[config.mk]
export PLATFORM = sky130hd
export DESIGN_NAME = if_stage
export DESIGN_NICKNAME = d
export VERILOG_FILES = /design/src/rtl/pipe_pkg.sv /design/src/rtl/if_id_reg.sv /design/src/rtl/if_stage.sv
export SDC_FILE = /design/constraint.sdc
export NUM_CORES = 1
export LEC_CHECK = 0
export CAP_MARGIN = 20
export CELL_PAD_IN_SITES_DETAIL_PLACEMENT = 1
export CELL_PAD_IN_SITES_GLOBAL_PLACEMENT = 1
export CORE_AREA = 2 2 236 191
export CTS_CLUSTER_SIZE = 12
export DETAILED_ROUTE_END_ITERATION = 8
export DIE_AREA = 0 0 238 193
export HOLD_SLACK_MARGIN = 0.05
export PLACE_DENSITY_LB_ADDON = 0.1
export SLEW_MARGIN = 25
export SYNTH_ARGS = -nofsm -noshare
export SYNTH_HDL_FRONTEND = slang
export SYNTH_HIERARCHICAL = 1
export SYNTH_SLANG_ARGS = --single-unit
[constraint.sdc]
create_clock -name clk -period 5.3 [get_ports clk]
set_clock_uncertainty 0.2 [all_clocks]
set_input_delay 1.06 -clock clk [delete_from_list [all_inputs] [get_ports clk]]
set_output_delay 1.06 -clock clk [all_outputs]
set_load 0.01 [all_outputs]
[src/rtl/pipe_pkg.sv]
// Shared pipeline definitions: fetch FSM states, the reset PC and the NOP encoding.
package pipe_pkg;

  typedef enum logic [1:0] {
    IDLE  = 2'd0,
    FETCH = 2'd1,
    HOLD  = 2'd2,
    DRAIN = 2'd3
  } fetch_state_e;

  localparam logic [31:0] RESET_PC = 32'h0000_3000;
  localparam logic [31:0] NOP      = 32'h0000_0000;

  function automatic logic [31:0] word_addr(input logic [31:0] a);
    return {a[31:2], 2'b00};
  endfunction

endpackage

[src/rtl/if_id_reg.sv]
// Generic pipeline register: valid, instruction, pc and pc+4 with flush > stall > load priority.
module if_id_reg
  import pipe_pkg::*;
#(
  parameter int DATA_W = 32
) (
  input  logic              clk,
  input  logic              rst_n,
  input  logic              flush,
  input  logic              stall,
  input  logic              load,
  input  logic [DATA_W-1:0] instr,
  input  logic [DATA_W-1:0] pc,
  input  logic [DATA_W-1:0] pc4,
  output logic              valid_q,
  output logic [DATA_W-1:0] instr_q,
  output logic [DATA_W-1:0] pc_q,
  output logic [DATA_W-1:0] pc4_q
);

  always_ff @(posedge clk or negedge rst_n) begin
    if (!rst_n) begin
      valid_q <= 1'b0;
      instr_q <= DATA_W'(NOP);
      pc_q    <= '0;
      pc4_q   <= DATA_W'(4);
    end else if (flush) begin
      valid_q <= 1'b0;
    end else if (!stall) begin
      // An unstalled cycle without a load leaves a bubble behind.
      valid_q <= load;
      if (load) begin
        instr_q <= instr;
        pc_q    <= pc;
        pc4_q   <= pc4;
      end
    end
  end

endmodule

[src/rtl/if_stage.sv]
// Instruction-fetch stage: PC register, single-outstanding imem request FSM, skid buffer
// for responses that arrive during a stall, and the IF/ID pipeline register.
module if_stage #(
  parameter logic [31:0] RESET_PC = pipe_pkg::RESET_PC
) (
  input  logic        clk,
  input  logic        rst_n,
  input  logic [31:0] npc_i,
  input  logic        redirect_i,
  input  logic        stall_i,
  output logic        imem_req_o,
  output logic [31:0] imem_addr_o,
  input  logic        imem_rvalid_i,
  input  logic [31:0] imem_rdata_i,
  output logic        if_id_valid_o,
  output logic [31:0] if_id_instr_o,
  output logic [31:0] if_id_pc_o,
  output logic [31:0] if_id_pc4_o
);
  import pipe_pkg::*;

  fetch_state_e state, state_n;
  logic [31:0]  pc, pc_n, pc_plus4;
  logic [31:0]  skid_instr, skid_pc;
  logic [31:0]  drain_addr;
  logic         skid_load, drain_load, ifid_load, use_skid;
  logic [31:0]  ld_instr, ld_pc, ld_pc4;

  assign pc_plus4 = pc + 32'd4;

  always_comb begin
    state_n    = state;
    pc_n       = pc;
    skid_load  = 1'b0;
    drain_load = 1'b0;
    ifid_load  = 1'b0;
    use_skid   = 1'b0;
    case (state)
      IDLE: state_n = FETCH;
      FETCH: begin
        if (redirect_i) begin
          pc_n = npc_i;
          if (!imem_rvalid_i) begin
            // Outstanding request must still complete at its original address.
            state_n    = DRAIN;
            drain_load = 1'b1;
          end
        end else if (imem_rvalid_i) begin
          pc_n = pc_plus4;
          if (stall_i) begin
            skid_load = 1'b1;
            state_n   = HOLD;
          end else begin
            ifid_load = 1'b1;
          end
        end
      end
      HOLD: begin
        if (redirect_i) begin
          pc_n    = npc_i;
          state_n = FETCH;
        end else if (!stall_i) begin
          ifid_load = 1'b1;
          use_skid  = 1'b1;
          state_n   = FETCH;
        end
      end
      DRAIN: begin
        if (redirect_i) pc_n = npc_i;
        if (imem_rvalid_i) state_n = FETCH;
      end
      default: state_n = IDLE;
    endcase
  end

  // ---- state / PC registers ----
  always_ff @(posedge clk or negedge rst_n) begin
    if (!rst_n) begin
      state <= IDLE;
      pc    <= RESET_PC;
    end else begin
      state <= state_n;
      pc    <= pc_n;
    end
  end

  // ---- skid and abandoned-address data registers ----
  always_ff @(posedge clk) begin
    if (skid_load) begin
      skid_instr <= imem_rdata_i;
      skid_pc    <= pc;
    end
    if (drain_load) drain_addr <= word_addr(pc);
  end

  assign imem_req_o  = (state == FETCH) || (state == DRAIN);
  assign imem_addr_o = (state == DRAIN) ? drain_addr : word_addr(pc);

  assign ld_instr = use_skid ? skid_instr : imem_rdata_i;
  assign ld_pc    = use_skid ? skid_pc    : pc;
  assign ld_pc4   = ld_pc + 32'd4;

  // ---- IF/ID boundary ----
  if_id_reg #(
    .DATA_W(32)
  ) u_if_id (
    .clk     (clk),
    .rst_n   (rst_n),
    .flush   (redirect_i),
    .stall   (stall_i),
    .load    (ifid_load),
    .instr   (ld_instr),
    .pc      (ld_pc),
    .pc4     (ld_pc4),
    .valid_q (if_id_valid_o),
    .instr_q (if_id_instr_o),
    .pc_q    (if_id_pc_o),
    .pc4_q   (if_id_pc4_o)
  );

endmodule

==> impl_metrics.ini <==
[clock_tree]
hold_buffers = 0
cts_resized = 0
cts_tree = done
htree_num_levels = 1
path_clk_slew_ps = 60
clock_sinks = 225
clock_latency_ps = 560
root_buffer = clkbuf_16
cts_setup_buffers = 0
numCtsBuffers = 27
clk_path_buf_depth = 3

[power]
clock_power_share_pct = 24.2
combPwrFrac_pct = 38.8
p_int_mw = 5.17
p_sw_share_pct = 35.7
peakVddDrop_mv = 0.256
switching_power_mw = 2.87
p_leak_nw = 5.68
seq_power_share_pct = 37.0
power.density_nw_per_um2 = 563

[synth]
yosys_warnings = 6
synth-seq-cells = 225
synth-edff-count = 94
synthCells = 943
synth_area_um2 = 10800
yosysSeqAreaShare_pct = 56.7
synth.avg_cell_area_um2 = 11.4
yosysUniqueCellTypes = 64
synth_ff_type = dfrtp_1
async_reset_ff_share_pct = 58.2

[timing]
setup_tns_ps = 0
rsz0062_at_grt = no
drv_slew = 0
timing.hold.ws_ps = 271
setup_viol = 0
setup_slack_ps = 1150
tightestPinTransition_ps = 777
hold_viol = 0
fin_crit_ps = 4150
fmaxAchievable_ghz = 0.241
finalCritPeriodShare_pct = 78.3
slew_headroom_pct = 47.7

[global_routing]
grt_max_degree = 67
grt_pass1_wl_um = 54000
grtUsageTotal_pct = 15.3
grt_pass1_vias = 8466
antenna_found_initial = 0
grt_overflow = 0

[min_path]
hold_end = skid_pc[0]
hp-start = pc[0]
hold_class = reg2reg
min_path_cells = 0

[floorplanning]
start_util_pct = 24.6
ios = 199
core_area_um2 = 43900
die_x_um = 238
num_rows = 69
dieArea_um2 = 45900
die_height_um = 193

[critical_path]
crit_path_start_kind = input port
crit_arrival_ps = 4380
critical_path.top_delay_family = simple AND/OR/NAND/NOR gates
cp_slowest_cell = clkdlybuf4s50_1
r2r_end = u_if_id/pc4_q[26]
reg2reg_from = state[0]
critPathMaxFanout = 25
worstRegToRegCells = 12
critical_path_buf_inv_count = 1
cp.required_ps = 5530
crit_path_start = stall_i
crit_chain = clkdlybuf4s50_1 > or3b_4 > nand2_1 > nand2_1 > ha_1 > nand2_1 > nor4_1 > o22ai_4 > a2111oi_2 > xor2_1 > mux2_2
slowest_delay_ps = 750
crit_type = in2reg
crit_top_cell = nand2_1
rrSetupSlack_ps = 1550
crit_path_end_kind = flip-flop

[place]
routabilityCongestion = 0.746
dp_slack_ps = 586
dp_hpwl_um = 24700
io_buffers = 196

[route]
wl_per_cell_um = 20.5
wl_um = 35100
wl_met3_um = 1310
post-route-drc-count = 0
vias = 7891
top_layer = met4
viasPerCell = 4.60
m1WireLength_um = 16400
met2_length_um = 16700
drt.antenna.violating_nets = 0
dr.pass1.iters = 4
drtIter0Drc = 278

[flow_run]
max_cap_viol_count = 0

[finish]
nets = 1199
drive_above_1_share_pct = 15.1
syn_to_final_growth_pct = 32.5
nFillCells = 4783

[run_status]
status = completed
[how the worst max path moves through the flow]
stage / to / slack (ps) / depth (start not counted)
4_1_cts: u_if_id/pc4_q[26] / 1170 / 11
5_1_grt: u_if_id/pc4_q[26] / 940 / 11
6_report: u_if_id/pc4_q[26] / 1150 / 11
3_5_place_dp: u_if_id/pc4_q[26] / 590 / 11
3_3_place_gp: u_if_id/pc4_q[28] / 770 / 11
2_1_floorplan: u_if_id/pc4_q[28] / 1350 / 13
[registers in the layout, indices dropped and copies added (netlist names)]
| signal | cells |
|---|---|
| u_if_id/pc4_q | 32 |
| pc | 32 |
| skid_instr | 32 |
| drain_addr | 30 |
| u_if_id/pc_q | 32 |
| u_if_id/valid_q | 1 |
| skid_pc | 32 |
| u_if_id/instr_q | 32 |
| state | 2 |
[cell families after synthesis]
family                     count (synthesis)  synth area share (%)
buffers and inverters                     79                  3.44
muxes                                    138                  14.3
xor gates and xnor gates                  28                  2.28
and+or+nand+nor                          341                  15.0
DFF                                      225                  56.7
AOI/OAI and AO/OA                        126                  7.70
adders and majority gates                  5                 0.581
other                                      1                0.0348
[worst reg2reg max path, stage by stage, from the launching register on]
cell and delay (ps):
dfrtp_1 450, inv_1 70, ha_1 300, or3b_4 530
nand2_1 120, nand2_1 130, ha_1 250, nand2_1 80
nor4_1 530, o22ai_4 250, a2111oi_2 340, xor2_1 110
mux2_2 270
[power groups by stage]
stage | clock [mW] | combinational (mW) | sequential [mW]
detailed placement | 0 | 3.18 | 3.02
global route | 2.09 | 3.41 | 3.06
finish | 1.95 | 3.12 | 2.97
CTS | 2.03 | 3.20 | 2.99
floorplan | 0 | 1.58 | 2.87
global placement | 0 | 3.17 | 3.02
[per-layer routing]
layer,up-vias,global-route usage [%]
met4,0,3.34
met3,39,2.78
met2,113,25.5
li1,3751,-
met5,-,0
met1,3988,20.8
[layout make-up]
| cell class | count | area, um2 | share of cell area, % |
|---|---|---|---|
| antenna | 1 | 2.50 | 0.0175 |
| timing repair buffer | 216 | 2150 | 15.1 |
| inverter | 15 | 56.3 | 0.395 |
| clock buffer | 33 | 728 | 5.10 |
| multi-input combinational | 640 | 4330 | 30.3 |
| sequential | 225 | 6100 | 42.8 |
| tap | 568 | 711 | 4.98 |
| clock inverter | 17 | 191 | 1.34 |
[through the flow]
step	area, um2	power [mW]	utilization, %	cells
2_1_floorplan	10800	4.45	-	944
3_3_place_gp	13300	6.18	30.4	1664
3_5_place_dp	13300	6.20	30.4	1664
4_1_cts	14300	8.22	32.5	1714
5_1_grt	14300	8.56	32.5	1714
6_report	14300	8.04	32.5	1715
[cell usage in the layout, fill, tap and decap left out, types with 25 or more instances in the layout]
cell | synthesis | final
nand2_1 | 198 | 198
clkdlybuf4s50_1 | 0 | 195
dfrtp_1 | 128 | 128
edfxtp_1 | 94 | 94
mux2_2 | 87 | 87
mux2_1 | 40 | 40
a21oi_1 | 39 | 39
nand3_1 | 34 | 34
o21ai_0 | 33 | 33
clkbuf_16 | 0 | 27
nor2_1 | 25 | 25
[synthesized netlist by cell type, types with 14 or more instances]
| cell type | n | share of area [%] |
|---|---|---|
| nand2_1 | 198 | 6.9 |
| dfrtp_1 | 128 | 30 |
| edfxtp_1 | 94 | 26 |
| mux2_2 | 87 | 9.1 |
| mux2_1 | 40 | 4.2 |
| a21oi_1 | 39 | 1.8 |
| nand3_1 | 34 | 1.6 |
| o21ai_0 | 33 | 1.5 |
| clkbuf_1 | 29 | 1.0 |
| nor2_1 | 25 | 0.87 |
| buf_2 | 20 | 0.93 |
| nand4_1 | 17 | 0.99 |
| nor3_1 | 17 | 0.79 |
| inv_1 | 15 | 0.52 |
| xor2_1 | 15 | 1.2 |
| and3_1 | 14 | 0.81 |
Note: power is estimated with default switching activity, not from simulation.
